**config.mk**
```make
export PLATFORM = sky130hd
export DESIGN_NAME = pattern_ddr3_loader
export DESIGN_NICKNAME = d
export VERILOG_FILES = /design/src/rtl/pattern_ddr3_loader.sv
export SDC_FILE = /design/constraint.sdc
export NUM_CORES = 1
export LEC_CHECK = 0
export CORE_ASPECT_RATIO = 1.2
export CORE_MARGIN = 2
export CORE_UTILIZATION = 41
export CTS_CLUSTER_DIAMETER = 60
export CTS_CLUSTER_SIZE = 8
export DETAILED_ROUTE_END_ITERATION = 7
export SLEW_MARGIN = 20
export SYNTH_ARGS = -nofsm -noshare
export SYNTH_HDL_FRONTEND = slang
export SYNTH_SLANG_ARGS = --single-unit
```
**constraint.sdc**
```tcl
create_clock -name ddr_emif_clk -period 7.25 [get_ports ddr_emif_clk]
set_input_delay 1.0875 -clock ddr_emif_clk [delete_from_list [all_inputs] [get_ports ddr_emif_clk]]
set_output_delay 1.0875 -clock ddr_emif_clk [all_outputs]
set_load 0.05 [all_outputs]
```
**src/rtl/pattern_ddr3_loader.sv**
```systemverilog
// pattern_ddr3_loader
// Packs a 1-bit-per-pixel pattern, arriving as a 32-bit word stream, into
// 256-bit DDR3 words. The body is written starting at base+1. The 256-bit
// header is written at base only after the whole body has been accepted, so a
// reader that polls the header never sees a valid header over a partial body.
module pattern_ddr3_loader #(
    parameter int ADDR_W = 22,
    parameter int DATA_W = 256
) (
    input  logic                  ddr_emif_clk,
    input  logic                  ddr_emif_rst,
    input  logic                  cfg_start,
    input  logic [11:0]           cfg_h_pix,
    input  logic [11:0]           cfg_v_pix,
    input  logic [31:0]           cfg_pat_num,
    input  logic [ADDR_W-1:0]     cfg_base_addr,
    input  logic [31:0]           in_data,
    input  logic                  in_valid,
    output logic                  in_ready,
    input  logic                  ddr_emif_ready,
    output logic                  ddr_emif_write,
    output logic                  ddr_emif_read,
    output logic [ADDR_W-1:0]     ddr_emif_addr,
    output logic [DATA_W-1:0]     ddr_emif_write_data,
    output logic [DATA_W/8-1:0]   ddr_emif_byte_enable,
    output logic [4:0]            ddr_emif_burst_count,
    output logic                  busy,
    output logic                  done,
    output logic                  err
);

    // Number of 32-bit input slots in one EMIF word.
    localparam int LANES = DATA_W / 32;

    localparam logic [2:0] ST_IDLE      = 3'd0;
    localparam logic [2:0] ST_CALC      = 3'd1;
    localparam logic [2:0] ST_BODY_FILL = 3'd2;
    localparam logic [2:0] ST_BODY_WR   = 3'd3;
    localparam logic [2:0] ST_HEADER_WR = 3'd4;

    logic [2:0]          state_q,      state_d;
    logic [11:0]         h_q,          h_d;
    logic [11:0]         v_q,          v_d;
    logic [31:0]         pat_q,        pat_d;
    logic [ADDR_W-1:0]   base_q,       base_d;
    logic [23:0]         total_q,      total_d;
    logic [19:0]         in_rem_q,     in_rem_d;
    logic [16:0]         body_words_q, body_words_d;
    logic [ADDR_W-1:0]   wr_addr_q,    wr_addr_d;
    logic [2:0]          slot_q,       slot_d;
    logic                err_q,        err_d;
    logic                done_q,       done_d;

    logic [31:0]         lane_q [LANES];

    logic                in_xfer;
    logic                wr_acc;
    logic [23:0]         prod;
    logic                last_word;
    logic [4:0]          tail_bits;
    logic [31:0]         in_mask;
    logic [ADDR_W-1:0]   start_addr;
    logic [ADDR_W-1:0]   end_addr;
    logic [DATA_W-1:0]   body_word;
    logic [DATA_W-1:0]   header_word;

    assign in_xfer = in_valid && in_ready;
    assign wr_acc  = ddr_emif_write && ddr_emif_ready;

    // 12x12 product always fits in 24 bits; evaluated from the latched sizes.
    assign prod = 24'(h_q) * 24'(v_q);

    // The final input word may carry fewer than 32 valid pixels; its unused
    // low bits are forced to zero so stale bits never reach DDR3.
    assign last_word = (in_rem_q == 20'd1);
    assign tail_bits = total_q[4:0];
    assign in_mask   = (last_word && (tail_bits != 5'd0)) ?
                       ~(32'hFFFF_FFFF >> tail_bits) : 32'hFFFF_FFFF;

    assign start_addr = base_q + ADDR_W'(1);
    assign end_addr   = base_q + ADDR_W'(body_words_q);

    // Body word: slot 0 occupies the most significant 32 bits.
    always_comb begin
        body_word = '0;
        for (int i = 0; i < LANES; i++) begin
            body_word[DATA_W-1-32*i -: 32] = lane_q[i];
        end
    end

    // Header fields are 32 bits each, MSB-first, narrower values zero-extended.
    assign header_word = {32'(h_q),
                          32'(v_q),
                          32'(total_q),
                          pat_q,
                          32'(body_words_q),
                          32'(start_addr),
                          32'(end_addr),
                          32'd0};

    // Next-state and datapath control for the load sequence.
    always_comb begin
        state_d      = state_q;
        h_d          = h_q;
        v_d          = v_q;
        pat_d        = pat_q;
        base_d       = base_q;
        total_d      = total_q;
        in_rem_d     = in_rem_q;
        body_words_d = body_words_q;
        wr_addr_d    = wr_addr_q;
        slot_d       = slot_q;
        err_d        = 1'b0;
        done_d       = 1'b0;

        case (state_q)
            ST_IDLE: begin
                if (cfg_start) begin
                    h_d    = cfg_h_pix;
                    v_d    = cfg_v_pix;
                    pat_d  = cfg_pat_num;
                    base_d = cfg_base_addr;
                    if ((cfg_h_pix == 12'd0) || (cfg_v_pix == 12'd0)) begin
                        err_d = 1'b1;
                    end else begin
                        state_d = ST_CALC;
                    end
                end
            end

            ST_CALC: begin
                total_d      = prod;
                in_rem_d     = 20'(({1'b0, prod} + 25'd31) >> 5);
                body_words_d = 17'(({1'b0, prod} + 25'd255) >> 8);
                wr_addr_d    = base_q + ADDR_W'(1);
                slot_d       = 3'd0;
                state_d      = ST_BODY_FILL;
            end

            ST_BODY_FILL: begin
                if (in_xfer) begin
                    slot_d   = slot_q + 3'd1;
                    in_rem_d = in_rem_q - 20'd1;
                    if ((slot_q == 3'd7) || last_word) begin
                        state_d = ST_BODY_WR;
                    end
                end
            end

            ST_BODY_WR: begin
                if (wr_acc) begin
                    wr_addr_d = wr_addr_q + ADDR_W'(1);
                    slot_d    = 3'd0;
                    state_d   = (in_rem_q == 20'd0) ? ST_HEADER_WR : ST_BODY_FILL;
                end
            end

            ST_HEADER_WR: begin
                if (wr_acc) begin
                    done_d  = 1'b1;
                    state_d = ST_IDLE;
                end
            end

            default: begin
                state_d = ST_IDLE;
            end
        endcase
    end

    // Control and configuration registers.
    always_ff @(posedge ddr_emif_clk) begin
        if (ddr_emif_rst) begin
            state_q      <= ST_IDLE;
            h_q          <= '0;
            v_q          <= '0;
            pat_q        <= '0;
            base_q       <= '0;
            total_q      <= '0;
            in_rem_q     <= '0;
            body_words_q <= '0;
            wr_addr_q    <= '0;
            slot_q       <= '0;
            err_q        <= 1'b0;
            done_q       <= 1'b0;
        end else begin
            state_q      <= state_d;
            h_q          <= h_d;
            v_q          <= v_d;
            pat_q        <= pat_d;
            base_q       <= base_d;
            total_q      <= total_d;
            in_rem_q     <= in_rem_d;
            body_words_q <= body_words_d;
            wr_addr_q    <= wr_addr_d;
            slot_q       <= slot_d;
            err_q        <= err_d;
            done_q       <= done_d;
        end
    end

    // Pack register: one 32-bit lane per slot, cleared once its word is written.
    for (genvar gi = 0; gi < LANES; gi++) begin : g_lane
        always_ff @(posedge ddr_emif_clk) begin
            if (ddr_emif_rst) begin
                lane_q[gi] <= '0;
            end else if ((state_q == ST_BODY_WR) && wr_acc) begin
                lane_q[gi] <= '0;
            end else if (in_xfer && (slot_q == 3'(gi))) begin
                lane_q[gi] <= in_data & in_mask;
            end
        end
    end

    // Outputs derive from registered state only, so address and data stay
    // stable while the EMIF stalls.
    assign in_ready             = (state_q == ST_BODY_FILL);
    assign ddr_emif_write       = (state_q == ST_BODY_WR) || (state_q == ST_HEADER_WR);
    assign ddr_emif_read        = 1'b0;
    assign ddr_emif_addr        = (state_q == ST_HEADER_WR) ? base_q : wr_addr_q;
    assign ddr_emif_write_data  = (state_q == ST_HEADER_WR) ? header_word : body_word;
    assign ddr_emif_byte_enable = {(DATA_W/8){ddr_emif_write}};
    assign ddr_emif_burst_count = 5'd1;
    assign busy                 = (state_q != ST_IDLE);
    assign done                 = done_q;
    assign err                  = err_q;

endmodule

```
# Yosys cells after proc, flatten, opt, wreduce, memory -nomap -nowiden
# Memories as Yosys holds them, arrays and structs flattened.
# Cells that the tools add are included.
# word_totals
regBits,169
memories,1
input_bits,115
mem_bits_rw,256
# classes
mux,72
n_bitwise,21
n_mul,1
n_reduce_logical,32
add_sub_neg,7
n_shift,1
n_eq_ne,18
# mem_list
memory,depth,width,rd,rd_ports_with_merged_regs,write_ports,line_no,text
lane_q,8,32,8,0,8,54,logic [31:0] lane_q [LANES];
# op_table
op,n
32-bit 2-to-1 mux,17
256-bit 2-to-1 mux,1
"22-bit by 1-bit adder with 22-bit output, second input constant",2
22-bit 2-to-1 mux,2
22-bit case mux with 2 select lines,1
20-bit case mux with 2 select lines,1
1-bit 2-to-1 mux,39
32-bit bitwise AND,1
32-bit inverter,1
"32-bit by 5-bit right shift with 32-bit output, first input constant",1
"24-bit by 5-bit adder with 25-bit output, second input constant",1
"24-bit by 8-bit adder with 25-bit output, second input constant",1
12-bit logical NOT,2
12-bit by 12-bit multiplier with 24-bit output,1
3-bit 2-to-1 mux,8
22-bit by 17-bit adder with 22-bit output,1
"20-bit by 1-bit equality test with 1-bit output, second input constant",1
20-bit logical NOT,1
20-bit 2-to-1 mux,1
"20-bit by 1-bit subtractor with 20-bit output, second input constant",1
1-bit bitwise OR,16
"3-bit equality test, second input constant",5
3-bit case mux with 5 select lines,1
"3-bit by 2-bit equality test with 1-bit output, second input constant",4
other kinds (17),42

# Depth between registers and ports, before layout
# depth
ltp_word,9
depth_mapped,25

# Least setup slack after synthesis
# OpenSTA, ideal clock, no wires.
# synth_path
path_kind,register -> register
startpoint,register v_q[5]
endpoint,register in_rem_q[18]
path_slack_ps,1452
path_stages_with_launch,23
setup_time_ps,79
period_less_slack_ps,5798
t_arrival_ps,5719
t_required_ps,7171
cell_sequence,dfxtp_1 clkbuf_1 nand2_1 fa_1 inv_1 fa_1 fa_1 fa_1 inv_1 fa_1 inv_1 ha_1 a211o_1 a31oi_1 o21bai_1 a21o_1 a211oi_2 and4b_1 buf_6 and3b_1 buf_2 a211o_1 o211ai_1
# synth_via
elab_chain_cells,3
# synth_lines
item,line_no,text
start: declaration,43,"logic [11:0] v_q, v_d;"
start signal: assignment,189,v_q <= v_d;
12-bit by 12-bit multiplier with 24-bit output,71,assign prod = 24'(h_q) * 24'(v_q);
24-bit by 5-bit adder with 25-bit output,133,"in_rem_d = 20'(({1'b0, prod} + 25'd31) >> 5);"
20-bit case mux with 2 select lines,116,case (state_q)
end signal: assignment,193,in_rem_q <= in_rem_d;
end: declaration,47,"logic [19:0] in_rem_q, in_rem_d;"
# Every way passes these cells.
# A chain may end at the register's enable or synchronous reset.

# Worst setup path after layout
# layout_path
startpoint,register v_q[5]
endpoint,register in_rem_q[14]
# The elaborated chain is that of the path after synthesis.

==> flow_metrics.py <==
metrics = {
    "run_status": {
        "status": "finished, final reports clean",
    },
    "route": {
        "antenna_left": 0,
        "drtIter0Drc": 2014,
        "viasPerCell": 5.38,
        "first_pass_iters": 6,
        "num_vias": 22900,
        "drc": 0,
        "wl_per_cell_um": 22.9,
        "routed_wl_mm": 97.3,
    },
    "placed_design": {
        "place.port_buffers": 429,
        "dpl.cell_count": 4136,
        "dpl_cell_area_um2": 30800,
        "gp_congestion": 0.919,
        "dp_hpwl_mm": 70.5,
    },
    "timing": {
        "setup_violations": 0,
        "setup_tns_ns": 0,
        "fin_crit_ns": 6.53,
        "fin_skew_ns": 0.0202,
        "rsz0062_at_grt": "false",
        "drv_slew": 0,
        "clock.fmax_ghz": 0.153,
        "relSlewSlack_pct": 21.0,
        "fin_crit_sh_pct": 90.1,
        "max_slew.worst_pin.slew_ns": 1.19,
        "hold_violations": 0,
    },
    "synth": {
        "yosysWarningCount": 0,
        "netlist_top_cells_area": "edfxtp_1 (29%), dfxtp_1 (13%), nand2_1 (11%)",
        "synthCells": 3069,
        "synth_top_area_share_pct": 29.4,
        "ys.flop_type": "edfxtp_1",
        "synth.most_common_cell": "nand2_1",
        "synth_edf_count": 256,
        "ys_ff_latch": 425,
        "synthTopCellsByCount": "nand2_1 (784), nor2_1 (359), edfxtp_1 (256)",
        "synth_cell_type_count": 85,
        "synthesis.area_um2": 26100,
        "async_flop_share_pct": 0,
        "yosysTopAreaCell": "edfxtp_1",
        "seq_area_frac_synth_pct": 42.4,
        "syn_area_per_cell_um2": 8.51,
    },
    "power": {
        "pwr-share-seq_pct": 33.5,
        "p_comb_share_pct": 36.0,
        "finalPower_uw": 9620,
        "leakage_uw": 0.0136,
        "power.switching_uw": 3910,
        "intPower_uw": 5710,
        "swShare_pct": 40.6,
        "clkPwrFrac_pct": 30.5,
        "power_density_nw_per_um2": 293,
        "irDropWorstVdd_mv": 0.204,
    },
    "cells_and_area": {
        "utilization_pct": 51.9,
        "area_growth_pct": 25.7,
        "instances_no_fill": 4249,
        "postLayoutCellArea_um2": 32800,
        "fillerInstances": 5937,
        "multiInputGateArea_um2": 13600,
        "final_nets": 3685,
        "seq_area_um2": 11100,
        "layout-drive-gt1-share_pct": 5.34,
    },
    "setup_path": {
        "critPathRequiredTime_ns": 7.70,
        "worstSetupPathType": "reg2reg",
        "critPathCaptureType": "flop",
        "start_kind": "flop",
        "cp.arrival_ns": 6.98,
        "crit_path_max_fanout": 14,
        "reg2reg_depth": 19,
    },
    "floorplan": {
        "fp.dieArea_um2": 65800,
        "rows": 101,
        "io_pins": 436,
        "core_area_um2": 63200,
        "die_x_um": 234,
        "initial_core_util_pct": 41.3,
        "die_h_um": 281,
    },
    "clock_network": {
        "numCtsBuffers": 66,
        "cts_resized": 0,
        "clockBufferDepth": 3,
        "clk-insertion-delay-late_ns": 0.61,
        "htreeDepth": 3,
        "post-cts-setup-buffer-count": 0,
        "cts_tree": "built",
        "clock_sinks": 425,
        "clk_pin_slew_ns": 0.05,
        "cts_hold_buffers": 0,
        "cts-root-buf": "clkbuf_16",
    },
    "global_route": {
        "grt_pass1_vias": 23100,
        "grt_max_degree": 234,
        "antenna_found_initial": 2,
        "use_met2_pct": 47.6,
        "grt_use_total_pct": 29.6,
        "grt_overflow_total": 0,
        "grtUsageMet3_pct": 8.53,
        "grt_util_met1_pct": 37.0,
        "grt_pass1_wl_mm": 144,
        "busiest_layer": "met2",
    },
    "min_path": {
        "holdPathStages": 2,
        "hold_class": "reg2reg",
    },
    "job": {
        "cap_violations": 0,
    },
}
[path summary, 6_finish.rpt]
| path | startpoint | endpoint | slack [ns] |
|---|---|---|---|
| max | v_q[5]$_SDFFE_PP0P_ | in_rem_q[14]$_SDFFE_PP0P_ | 0.72 |
| min reg2reg | pat_q[12]$_SDFFE_PP0P_ | pat_q[12]$_SDFFE_PP0P_ | 0.45 |
| min | pat_q[12]$_SDFFE_PP0P_ | pat_q[12]$_SDFFE_PP0P_ | 0.45 |
| max reg2reg | v_q[5]$_SDFFE_PP0P_ | in_rem_q[14]$_SDFFE_PP0P_ | 0.72 |
[layout by cell type (no fill, tap or decap), types with 6 or more instances in the layout]
master / synthesis / routed
inv_1: 156 / 156
o21ai_2: 3 / 13
nand2_1: 784 / 782
nor4_1: 15 / 15
and2_1: 185 / 184
o211ai_1: 10 / 10
xor2_1: 44 / 44
o21a_1: 10 / 10
clkdlybuf4s50_1: 0 / 428
o21ai_1: 23 / 10
a21o_1: 17 / 17
nand3_1: 41 / 39
a21oi_1: 167 / 167
nand4_1: 15 / 15
xnor2_1: 33 / 33
and4_1: 8 / 8
fa_1: 101 / 101
ha_1: 89 / 89
or2_2: 7 / 7
nor2b_1: 9 / 9
a22oi_1: 11 / 11
or3_1: 14 / 14
o22ai_1: 7 / 7
dfxtp_1: 169 / 169
a31oi_1: 15 / 15
nand3b_1: 9 / 9
nor2_1: 359 / 358
a211oi_1: 23 / 23
and3_1: 20 / 20
clkbuf_1: 176 / 32
nand2b_1: 9 / 9
nor3_1: 43 / 42
edfxtp_1: 256 / 256
conb_1: 2 / 6
buf_4: 39 / 36
nor3b_1: 6 / 6
clkbuf_16: 0 / 68
o21ai_0: 106 / 106
[power groups by stage]
stage               clock network (uW)  registers [uW]  logic (uW)
finish                            2930            3230        3460
global route                      3070            3260        3720
CTS                               2980            3220        3440
detailed placement                   0            3260        3410
global placement                     0            3250        3400
floorplan                            0            3070        2440
[cells by family after synthesis]
kind of cell,synth area share (%)
adders and majority gates,12.0
and+or+nand+nor,26.4
muxes,0.283
AOI/OAI and AO/OA,10.0
other,0.0288
DFF,42.4
buffers and inverters,6.12
xor gates and xnor gates,2.77
[worst max-delay path, stage by stage, from the launching register on]
cell and delay (ns):
dfxtp_1 0.71, nand2_1 0.16, fa_1 0.60, fa_1 0.44
fa_1 0.53, inv_1 0.07, fa_1 0.54, inv_1 0.06
fa_1 0.53, inv_1 0.04, ha_1 0.39, inv_1 0.10
a21oi_1 0.16, a21o_1 0.25, xor2_1 0.58, nand3_1 0.18
nor4_1 0.52, nand4_1 0.21, xnor2_1 0.21, a21oi_1 0.09
[sequential cells by signal, summed over array words and instances, names as in the netlist]
signal        count
v_q              12
body_words_q     17
lane_q          256
pat_q            32
base_q           22
wr_addr_q        22
slot_q            3
state_q           3
in_rem_q         20
total_q          24
done              1
h_q              12
err               1
[per-stage QoR]
stage / setup slack, ns / hold WS, ns
3_5_place_dp: 0.781 / 0.447
6_report: 0.717 / 0.451
3_3_place_gp: 0.986 / 0.443
2_1_floorplan: 1.45 / 0.437
4_1_cts: 0.727 / 0.453
5_1_grt: 0.292 / 0.476
[final cells by class]
type                            count  area share, %
Sequential cell                   425           33.7
Multi-Input combinational cell   2265           41.3
Antenna cell                        1        0.00762
Clock buffer                      101           5.59
Clock inverter                     11          0.435
Tap cell                          824           3.14
Inverter                          156           1.78
Timing Repair Buffer              466           14.0
[routing by layer]
| layer | wire length [um] | up-vias |
|---|---|---|
| li1 | - | 10700 |
| met4 | 4110 | 0 |
| met1 | 38800 | 11000 |
| met3 | 9260 | 169 |
| met2 | 45100 | 989 |
| met5 | 0 | - |
Note: power is estimated with default switching activity, not from simulation.
